--- config.mk ---
export PLATFORM = sky130hd
export DESIGN_NAME = ecies_cipher_loader_flat
export DESIGN_NICKNAME = d
export VERILOG_FILES = /design/src/rtl/ecies_pkg.sv /design/src/rtl/ecies_cipher_loader_if.sv /design/src/rtl/ecies_byte_shifter.sv /design/src/rtl/ecies_cipher_loader.sv /design/src/flat_wrapper.sv
export SDC_FILE = /design/constraint.sdc
export NUM_CORES = 1
export LEC_CHECK = 0
export CAP_MARGIN = 15
export CORE_AREA = 2 2 294 296
export CTS_CLUSTER_DIAMETER = 80
export DETAILED_ROUTE_END_ITERATION = 12
export DIE_AREA = 0 0 296 298
export GPL_ROUTABILITY_DRIVEN = 0
export SLEW_MARGIN = 20
export SYNTH_ARGS = -nofsm -noshare
export SYNTH_HDL_FRONTEND = slang
export SYNTH_HIERARCHICAL = 1
export SYNTH_SLANG_ARGS = --single-unit
--- constraint.sdc ---
create_clock -name clk -period 2.2 [get_ports clk]
set_input_delay 0.44 -clock clk [delete_from_list [all_inputs] [get_ports clk]]
set_output_delay 0.44 -clock clk [all_outputs]
set_load 0.05 [all_outputs]
--- src/rtl/ecies_pkg.sv ---
// Shared widths, prefix constant, loader state encoding and derived-size helpers for the
// ECIES ciphertext front-end.
package ecies_pkg;

  localparam int unsigned DefMessageWidth = 32;
  localparam int unsigned DefIntegerSize  = 64;
  localparam int unsigned DefHashedWidth  = 512;

  localparam logic [7:0] SEC1_UNCOMPRESSED = 8'h04;

  // Beat counter saturates here; any frame this long is already a length error.
  localparam int unsigned CNT_W   = 7;
  localparam int unsigned CNT_MAX = 127;

  typedef enum logic [2:0] {
    StIdle,
    StLoad,
    StLaunch,
    StRun,
    StRelease,
    StReport
  } state_e;

  function automatic int unsigned cipher_w(input int unsigned msg_w, input int unsigned int_w,
                                           input int unsigned hash_w);
    return msg_w + 2 * int_w + hash_w;
  endfunction

  function automatic int unsigned nbytes(input int unsigned msg_w, input int unsigned int_w,
                                         input int unsigned hash_w);
    return cipher_w(msg_w, int_w, hash_w) / 8 + 1;
  endfunction

endpackage

--- src/rtl/ecies_cipher_loader_if.sv ---
// Byte stream, decryptor go/done and result handshakes of the ECIES cipher loader.
interface ecies_cipher_loader_if #(
  parameter int unsigned message_width = 32,
  parameter int unsigned integer_size  = 64,
  parameter int unsigned hashed_width  = 512
);
  localparam int unsigned CIPHER_W = message_width + 2 * integer_size + hashed_width;

  logic [7:0]               s_data;
  logic                     s_valid;
  logic                     s_last;
  logic                     s_ready;
  logic [CIPHER_W-1:0]      full_cipher;
  logic                     dec_go;
  logic                     dec_done;
  logic                     dec_valid;
  logic [message_width-1:0] dec_message;
  logic                     r_valid;
  logic                     r_ready;
  logic                     r_ok;
  logic                     r_err_fmt;
  logic [message_width-1:0] r_message;

  modport slave (
    input  s_data, s_valid, s_last, dec_done, dec_valid, dec_message, r_ready,
    output s_ready, full_cipher, dec_go, r_valid, r_ok, r_err_fmt, r_message
  );

  modport master (
    output s_data, s_valid, s_last, dec_done, dec_valid, dec_message, r_ready,
    input  s_ready, full_cipher, dec_go, r_valid, r_ok, r_err_fmt, r_message
  );

endinterface

--- src/rtl/ecies_byte_shifter.sv ---
// MSB-first byte shift register that skips the prefix beat, with a saturating beat counter
// and a sticky flag for beats past the expected frame length.
module ecies_byte_shifter
  import ecies_pkg::*;
#(
  parameter int unsigned CIPHER_W = 672,
  parameter int unsigned NBYTES   = 85
) (
  input  logic                clk,
  input  logic                rst,
  input  logic                clear_i,
  input  logic                beat_i,
  input  logic [7:0]          data_i,
  output logic [CIPHER_W-1:0] cipher_o,
  output logic [CNT_W-1:0]    count_o,
  output logic                overflow_o
);

  localparam logic [CNT_W-1:0] LastIdx = CNT_W'(NBYTES - 1);
  localparam logic [CNT_W-1:0] CntMax  = CNT_W'(CNT_MAX);

  logic [CIPHER_W-1:0] cipher_q, cipher_d;
  logic [CNT_W-1:0]    count_q, count_d;
  logic                ovf_q, ovf_d;

  always_comb begin
    cipher_d = cipher_q;
    count_d  = count_q;
    ovf_d    = ovf_q;
    if (clear_i) begin
      cipher_d = '0;
      count_d  = '0;
      ovf_d    = 1'b0;
    end else if (beat_i) begin
      // Beat 0 is the point-format prefix and never enters the cipher vector.
      if (count_q != '0 && count_q <= LastIdx) begin
        cipher_d = {cipher_q[CIPHER_W-9:0], data_i};
      end else if (count_q > LastIdx) begin
        ovf_d = 1'b1;
      end
      if (count_q != CntMax) begin
        count_d = count_q + 1'b1;
      end
    end
  end

  always_ff @(posedge clk) begin
    if (rst) begin
      cipher_q <= '0;
      count_q  <= '0;
      ovf_q    <= 1'b0;
    end else begin
      cipher_q <= cipher_d;
      count_q  <= count_d;
      ovf_q    <= ovf_d;
    end
  end

  assign cipher_o   = cipher_q;
  assign count_o    = count_q;
  assign overflow_o = ovf_q;

endmodule

--- src/rtl/ecies_cipher_loader.sv ---
// Front-end for the ECIES decryptor: validates and assembles a serialized ciphertext,
// runs the decryptor go/done handshake and reports the outcome on a result handshake.
module ecies_cipher_loader
  import ecies_pkg::*;
#(
  parameter int unsigned message_width = DefMessageWidth,
  parameter int unsigned integer_size  = DefIntegerSize,
  parameter int unsigned hashed_width  = DefHashedWidth
) (
  input logic                   clk,
  input logic                   rst,
  ecies_cipher_loader_if.slave  bus
);

  localparam int unsigned CIPHER_W = cipher_w(message_width, integer_size, hashed_width);
  localparam int unsigned NBYTES   = nbytes(message_width, integer_size, hashed_width);
  localparam logic [CNT_W-1:0] LastIdx = CNT_W'(NBYTES - 1);

  state_e state_q, state_d;
  logic   dec_go_q, dec_go_d;
  logic   pfx_err_q, pfx_err_d;
  logic   ok_q, ok_d;
  logic   err_fmt_q, err_fmt_d;
  logic [message_width-1:0] msg_q, msg_d;

  logic                shift_clear;
  logic                beat;
  logic [CNT_W-1:0]    count;
  logic                overflow;
  logic [CIPHER_W-1:0] cipher;

  assign beat = bus.s_valid && (state_q == StLoad);

  ecies_byte_shifter #(
    .CIPHER_W (CIPHER_W),
    .NBYTES   (NBYTES)
  ) u_shifter (
    .clk        (clk),
    .rst        (rst),
    .clear_i    (shift_clear),
    .beat_i     (beat),
    .data_i     (bus.s_data),
    .cipher_o   (cipher),
    .count_o    (count),
    .overflow_o (overflow)
  );

  always_comb begin
    state_d     = state_q;
    dec_go_d    = dec_go_q;
    pfx_err_d   = pfx_err_q;
    ok_d        = ok_q;
    err_fmt_d   = err_fmt_q;
    msg_d       = msg_q;
    shift_clear = 1'b0;
    unique case (state_q)
      StIdle: begin
        shift_clear = 1'b1;
        pfx_err_d   = 1'b0;
        ok_d        = 1'b0;
        err_fmt_d   = 1'b0;
        msg_d       = '0;
        state_d     = StLoad;
      end
      StLoad: begin
        if (beat) begin
          if (count == '0 && bus.s_data != SEC1_UNCOMPRESSED) begin
            pfx_err_d = 1'b1;
          end
          // Errors raised on this very beat always also show up as a count mismatch.
          if (bus.s_last) begin
            if (pfx_err_q || overflow || count != LastIdx) begin
              ok_d      = 1'b0;
              err_fmt_d = 1'b1;
              msg_d     = '0;
              state_d   = StReport;
            end else begin
              state_d = StLaunch;
            end
          end
        end
      end
      StLaunch: begin
        dec_go_d = 1'b1;
        state_d  = StRun;
      end
      StRun: begin
        if (bus.dec_done) begin
          ok_d      = bus.dec_valid;
          err_fmt_d = 1'b0;
          msg_d     = bus.dec_valid ? bus.dec_message : '0;
          dec_go_d  = 1'b0;
          state_d   = StRelease;
        end
      end
      StRelease: begin
        if (!bus.dec_done) begin
          state_d = StReport;
        end
      end
      StReport: begin
        if (bus.r_ready) begin
          state_d = StIdle;
        end
      end
      default: state_d = StIdle;
    endcase
  end

  always_ff @(posedge clk) begin
    if (rst) begin
      state_q   <= StIdle;
      dec_go_q  <= 1'b0;
      pfx_err_q <= 1'b0;
      ok_q      <= 1'b0;
      err_fmt_q <= 1'b0;
      msg_q     <= '0;
    end else begin
      state_q   <= state_d;
      dec_go_q  <= dec_go_d;
      pfx_err_q <= pfx_err_d;
      ok_q      <= ok_d;
      err_fmt_q <= err_fmt_d;
      msg_q     <= msg_d;
    end
  end

  assign bus.s_ready     = (state_q == StLoad);
  assign bus.r_valid     = (state_q == StReport);
  assign bus.dec_go      = dec_go_q;
  assign bus.full_cipher = cipher;
  assign bus.r_ok        = ok_q;
  assign bus.r_err_fmt   = err_fmt_q;
  assign bus.r_message   = msg_q;

endmodule

--- src/flat_wrapper.sv ---
// flat-port wrapper written by rule: the top's interface ports become plain ports
module ecies_cipher_loader_flat import ecies_pkg::*;
#(
  parameter int unsigned message_width = DefMessageWidth,
  parameter int unsigned integer_size  = DefIntegerSize,
  parameter int unsigned hashed_width  = DefHashedWidth
)
  (clk, rst, bus_s_data, bus_s_valid, bus_s_last, bus_dec_done, bus_dec_valid, bus_dec_message, bus_r_ready, bus_s_ready, bus_full_cipher, bus_dec_go, bus_r_valid, bus_r_ok, bus_r_err_fmt, bus_r_message);
  ecies_cipher_loader_if #(.message_width(message_width), .integer_size(integer_size), .hashed_width(hashed_width)) bus_i ();
  input logic clk;
  input logic rst;
  input wire logic [$bits(bus_i.s_data)-1:0] bus_s_data;
  input wire logic [$bits(bus_i.s_valid)-1:0] bus_s_valid;
  input wire logic [$bits(bus_i.s_last)-1:0] bus_s_last;
  input wire logic [$bits(bus_i.dec_done)-1:0] bus_dec_done;
  input wire logic [$bits(bus_i.dec_valid)-1:0] bus_dec_valid;
  input wire logic [$bits(bus_i.dec_message)-1:0] bus_dec_message;
  input wire logic [$bits(bus_i.r_ready)-1:0] bus_r_ready;
  output wire logic [$bits(bus_i.s_ready)-1:0] bus_s_ready;
  output wire logic [$bits(bus_i.full_cipher)-1:0] bus_full_cipher;
  output wire logic [$bits(bus_i.dec_go)-1:0] bus_dec_go;
  output wire logic [$bits(bus_i.r_valid)-1:0] bus_r_valid;
  output wire logic [$bits(bus_i.r_ok)-1:0] bus_r_ok;
  output wire logic [$bits(bus_i.r_err_fmt)-1:0] bus_r_err_fmt;
  output wire logic [$bits(bus_i.r_message)-1:0] bus_r_message;
  assign bus_i.s_data = bus_s_data;
  assign bus_i.s_valid = bus_s_valid;
  assign bus_i.s_last = bus_s_last;
  assign bus_i.dec_done = bus_dec_done;
  assign bus_i.dec_valid = bus_dec_valid;
  assign bus_i.dec_message = bus_dec_message;
  assign bus_i.r_ready = bus_r_ready;
  assign bus_s_ready = bus_i.s_ready;
  assign bus_full_cipher = bus_i.full_cipher;
  assign bus_dec_go = bus_i.dec_go;
  assign bus_r_valid = bus_i.r_valid;
  assign bus_r_ok = bus_i.r_ok;
  assign bus_r_err_fmt = bus_i.r_err_fmt;
  assign bus_r_message = bus_i.r_message;
  ecies_cipher_loader #(.message_width(message_width), .integer_size(integer_size), .hashed_width(hashed_width)) u_core (.clk(clk), .rst(rst), .bus(bus_i));
endmodule
==> flow_summary_export.csv <==
group,metric,value,unit
worst_hold_path,hold_path_class,"in -> reg",
logic_synthesis,synth_xor_area_share,0.103,%
worst_hold_path,holdPathStages,2,
routing,drt-initial-drc-count,818,
worst_setup_path,cp.required,1.76,ns
clocking,path_clk_slew,0.06,ns
worst_setup_path,crit_chain,"dlygate4sd2_1",
outcome,outcome,"complete, no violations",
worst_setup_path,worst_ep_arrival_time,1.65,ns
routing,drt_pre_antenna_iters,5,
clocking,clock_path_buffers,3,
finish,final_common_cell,"dfxtp_1",
pwr,power_density,752,mW/mm^2
die,core-area,0.0849,mm^2
place,port_buffers,755,
finish,diodes,0,
finish,area_growth,44.1,%
logic_synthesis,syn_inst,2349,
grt,grt_pass1_vias,19093,
die,die-area,0.0882,mm^2
clocking,clk_latency,0.62,ns
sta,worst_pin_slew,0.947,ns
job,maxCapViolCount,0,
grt,grt_max_degree,60,
logic_synthesis,yosys.area_share.simple,11.3,%
sta,hold_viol,0,
die,rows,107,
clocking,cts_sinks,719,
sta,fmaxAchievable,479,MHz
worst_setup_path,crit_family,"buffers and inverters",
grt,antenna_found_initial,2,
finish,drive_gt1_share,9.47,%
finish,fin_nets,3168,
die,start_util,30.0,%
worst_setup_path,r2r_slack,0.12,ns
sta,setup_viol,0,
clocking,clock-root-buffer,"clkbuf_16",
logic_synthesis,ys.flop_type,"dfxtp_1",
worst_hold_path,holdPathEnd,"u_core/bus.r_message[10]$_SDFFE_PP0P_",
grt,overflow,0,
logic_synthesis,async_flop_share,0,%
worst_setup_path,crit_buf_inv,1,
logic_synthesis,synth_top_family_by_area,"multiplexers",
finish,layout_common_cells,"dfxtp_1, nand2_1, mux2i_1",
sta,clock_skew,0.0428,ns
clocking,cts_made_buffers,81,
worst_setup_path,crit_type,"reg -> out",
sta,period_share,94.9,%
logic_synthesis,syn-cell-area,0.0254,mm^2
worst_setup_path,timing.rr.end,"u_core/bus.r_message[1]$_SDFFE_PP0P_",
logic_synthesis,synthAdderAreaFrac,0.0984,%
routing,drc,0,
logic_synthesis,synth-edff-count,0,
worst_setup_path,max_stage_delay,0.57,ns
routing,wl,85.9,mm
logic_synthesis,synth-seq-cells,719,
die,ioPinCount,756,
routing,vias,19332,
logic_synthesis,yosysUniqueCellTypes,49,
worst_setup_path,cpMaxStageDelayCell,"dlygate4sd2_1",
die,dieHeight,298,um
routing,ant_nets,0,
sta,rsz0062_at_grt,"false",
worst_setup_path,reg2reg_depth,5,
worst_setup_path,rr_startpoint,"u_core/state_q[2]$_SDFFE_PP0P_",
logic_synthesis,yosys_warnings,6,
logic_synthesis,synth_area_per_cell,10.8,um^2
clocking,cts_tree,"built",
sta,hold_ws,0.414,ns
pwr,ir_drop,623,uV
grt,grt_usage,18.7,%
pwr,p_leak,15.9,nW
die,die_w,296,um
worst_setup_path,crit_path_start_kind,"flop",
logic_synthesis,ys_seq_area_share,56.6,%
clocking,htree_levels,3,
logic_synthesis,syn-num-nets,2398,
worst_setup_path,end_kind,"output port",
sta,slew_headroom,36.7,%
routing,drt-vias-per-instance,4.47,
worst_setup_path,path_max_fanout,2,
place,dp_hpwl,66.1,mm
worst_hold_path,worstHoldStart,"bus_dec_message[10]",
logic_synthesis,synthMuxAreaShare,26.5,%
grt,grt_pass1_wl,125,mm
sta,period_minus_slack,2.09,ns
logic_synthesis,synth_compound_area_share,1.92,%
pwr,fin_total_pwr,27.5,mW
sta,finalMaxSlewViolations,0,
routing,wl_per_cell,19.9,um
==> final cells by class <==
type	count	area (um^2)
fill	8546	48200
sequential	719	14400
multi-input combinational	1461	10200
timing repair buffer	849	7860
clock buffer	114	2370
tap	1144	1430
clock inverter	28	362
inverter	7	26.3
==> cells by family (layout without fill, tap and decap cells) <==
group           count (synthesis)  in the layout
simple gates                  726            726
buf+inv                       169            998
fa+ha+maj                       2              2
xor+xnor                        3              3
mux                           673            673
compound gates                 57             57
flops                         719            719
==> repair_timing <==
item / CTS / global route
buffers inserted: 1 / 0
pin swaps: 1 / 1
gates resized for setup: 658 / 17
hold buffers: 0 / 0
setup endpoints to repair: 656 / 63
==> how the worst max path moves through the flow <==
stage	startpoint	to	slack, ns	depth (start not counted)
after floorplan	u_core/state_q[2]$_SDFFE_PP0P_	u_core/u_shifter/cipher_o[466]$_SDFFE_PP0P_	-0.16	10
after global placement	bus_s_last	u_core/bus.r_message[1]$_SDFFE_PP0P_	-0.21	6
after detailed placement	bus_s_last	u_core/bus.r_message[1]$_SDFFE_PP0P_	-0.16	6
after CTS	u_core/u_shifter/cipher_o[243]$_SDFFE_PP0P_	bus_full_cipher[243]	0.006	1
after global routing	u_core/u_shifter/count_o[1]$_SDFFE_PP0P_	u_core/u_shifter/cipher_o[500]$_SDFFE_PP0P_	0.002	8
final	u_core/u_shifter/cipher_o[524]$_SDFFE_PP0P_	bus_full_cipher[524]	0.11	1
==> per-layer routing <==
| layer | vias up | GRT usage [%] | share of wire, % |
|---|---|---|---|
| met5 | - | 0 | 0 |
| met4 | 0 | 4.82 | 2.3 |
| met3 | 106 | 6.65 | 8.2 |
| met2 | 521 | 32.2 | 49 |
| met1 | 9139 | 21.8 | 41 |
| li1 | 9566 | - | - |
==> registers in the layout, summed over array words and instances, names as in the netlist <==
signal / count
u_core/bus.dec_go: 1
u_core/bus.r_err_fmt: 1
u_core/bus.r_message: 32
u_core/bus.r_ok: 1
u_core/pfx_err_q: 1
u_core/state_q: 3
u_core/u_shifter/cipher_o: 672
u_core/u_shifter/count_o: 7
u_core/u_shifter/overflow_o: 1
==> per-stage QoR <==
stage	worst slack (ns)	cell area, um^2	setup TNS, ns	instances	utilization, %
after floorplan	-0.160	25600	-89.72	2349	-
after global placement	-0.206	34600	-21.85	4179	40.8
after detailed placement	-0.162	34600	-25.72	4179	40.8
after CTS	0.00560	36600	0	4322	43.1
after global routing	0.00154	36600	0	4322	43.2
final	0.113	36600	0	4322	43.2
==> cell usage after synthesis (2+ instances only) <==
cell type  count  area [um^2]
buf_6         17          191
o21ai_0        2         10.0
nand3_1        3         15.0
o211ai_1       2         15.0
nand4b_4       2         47.6
nor3_1         3         15.0
o21a_1         2         15.0
dfxtp_1      719        14400
nand3b_1       3         22.5
nor2_1         9         33.8
mux2i_1      673         6740
ha_1           2         25.0
nand2_1      687         2580
clkbuf_1      76          285
inv_1          7         26.3
nor4_1         2         12.5
xor2_1         2         17.5
a21oi_1        5         25.0
a41oi_1        2         17.5
nor2b_1        2         12.5
buf_2         49          245
buf_4         17          128
buf_1          3         11.3
and3_1         4         25.0
a311oi_1       2         17.5
a22o_1        29          254
a22o_2         3         30.0
==> power by group <==
part	switching (mW)	internal [mW]	leakage (nW)
Clock	5.69	7.95	1.35
Sequential	0.00554	13.0	5.79
Combinational	0.532	0.333	8.72
(Power assumes the default switching activity.)
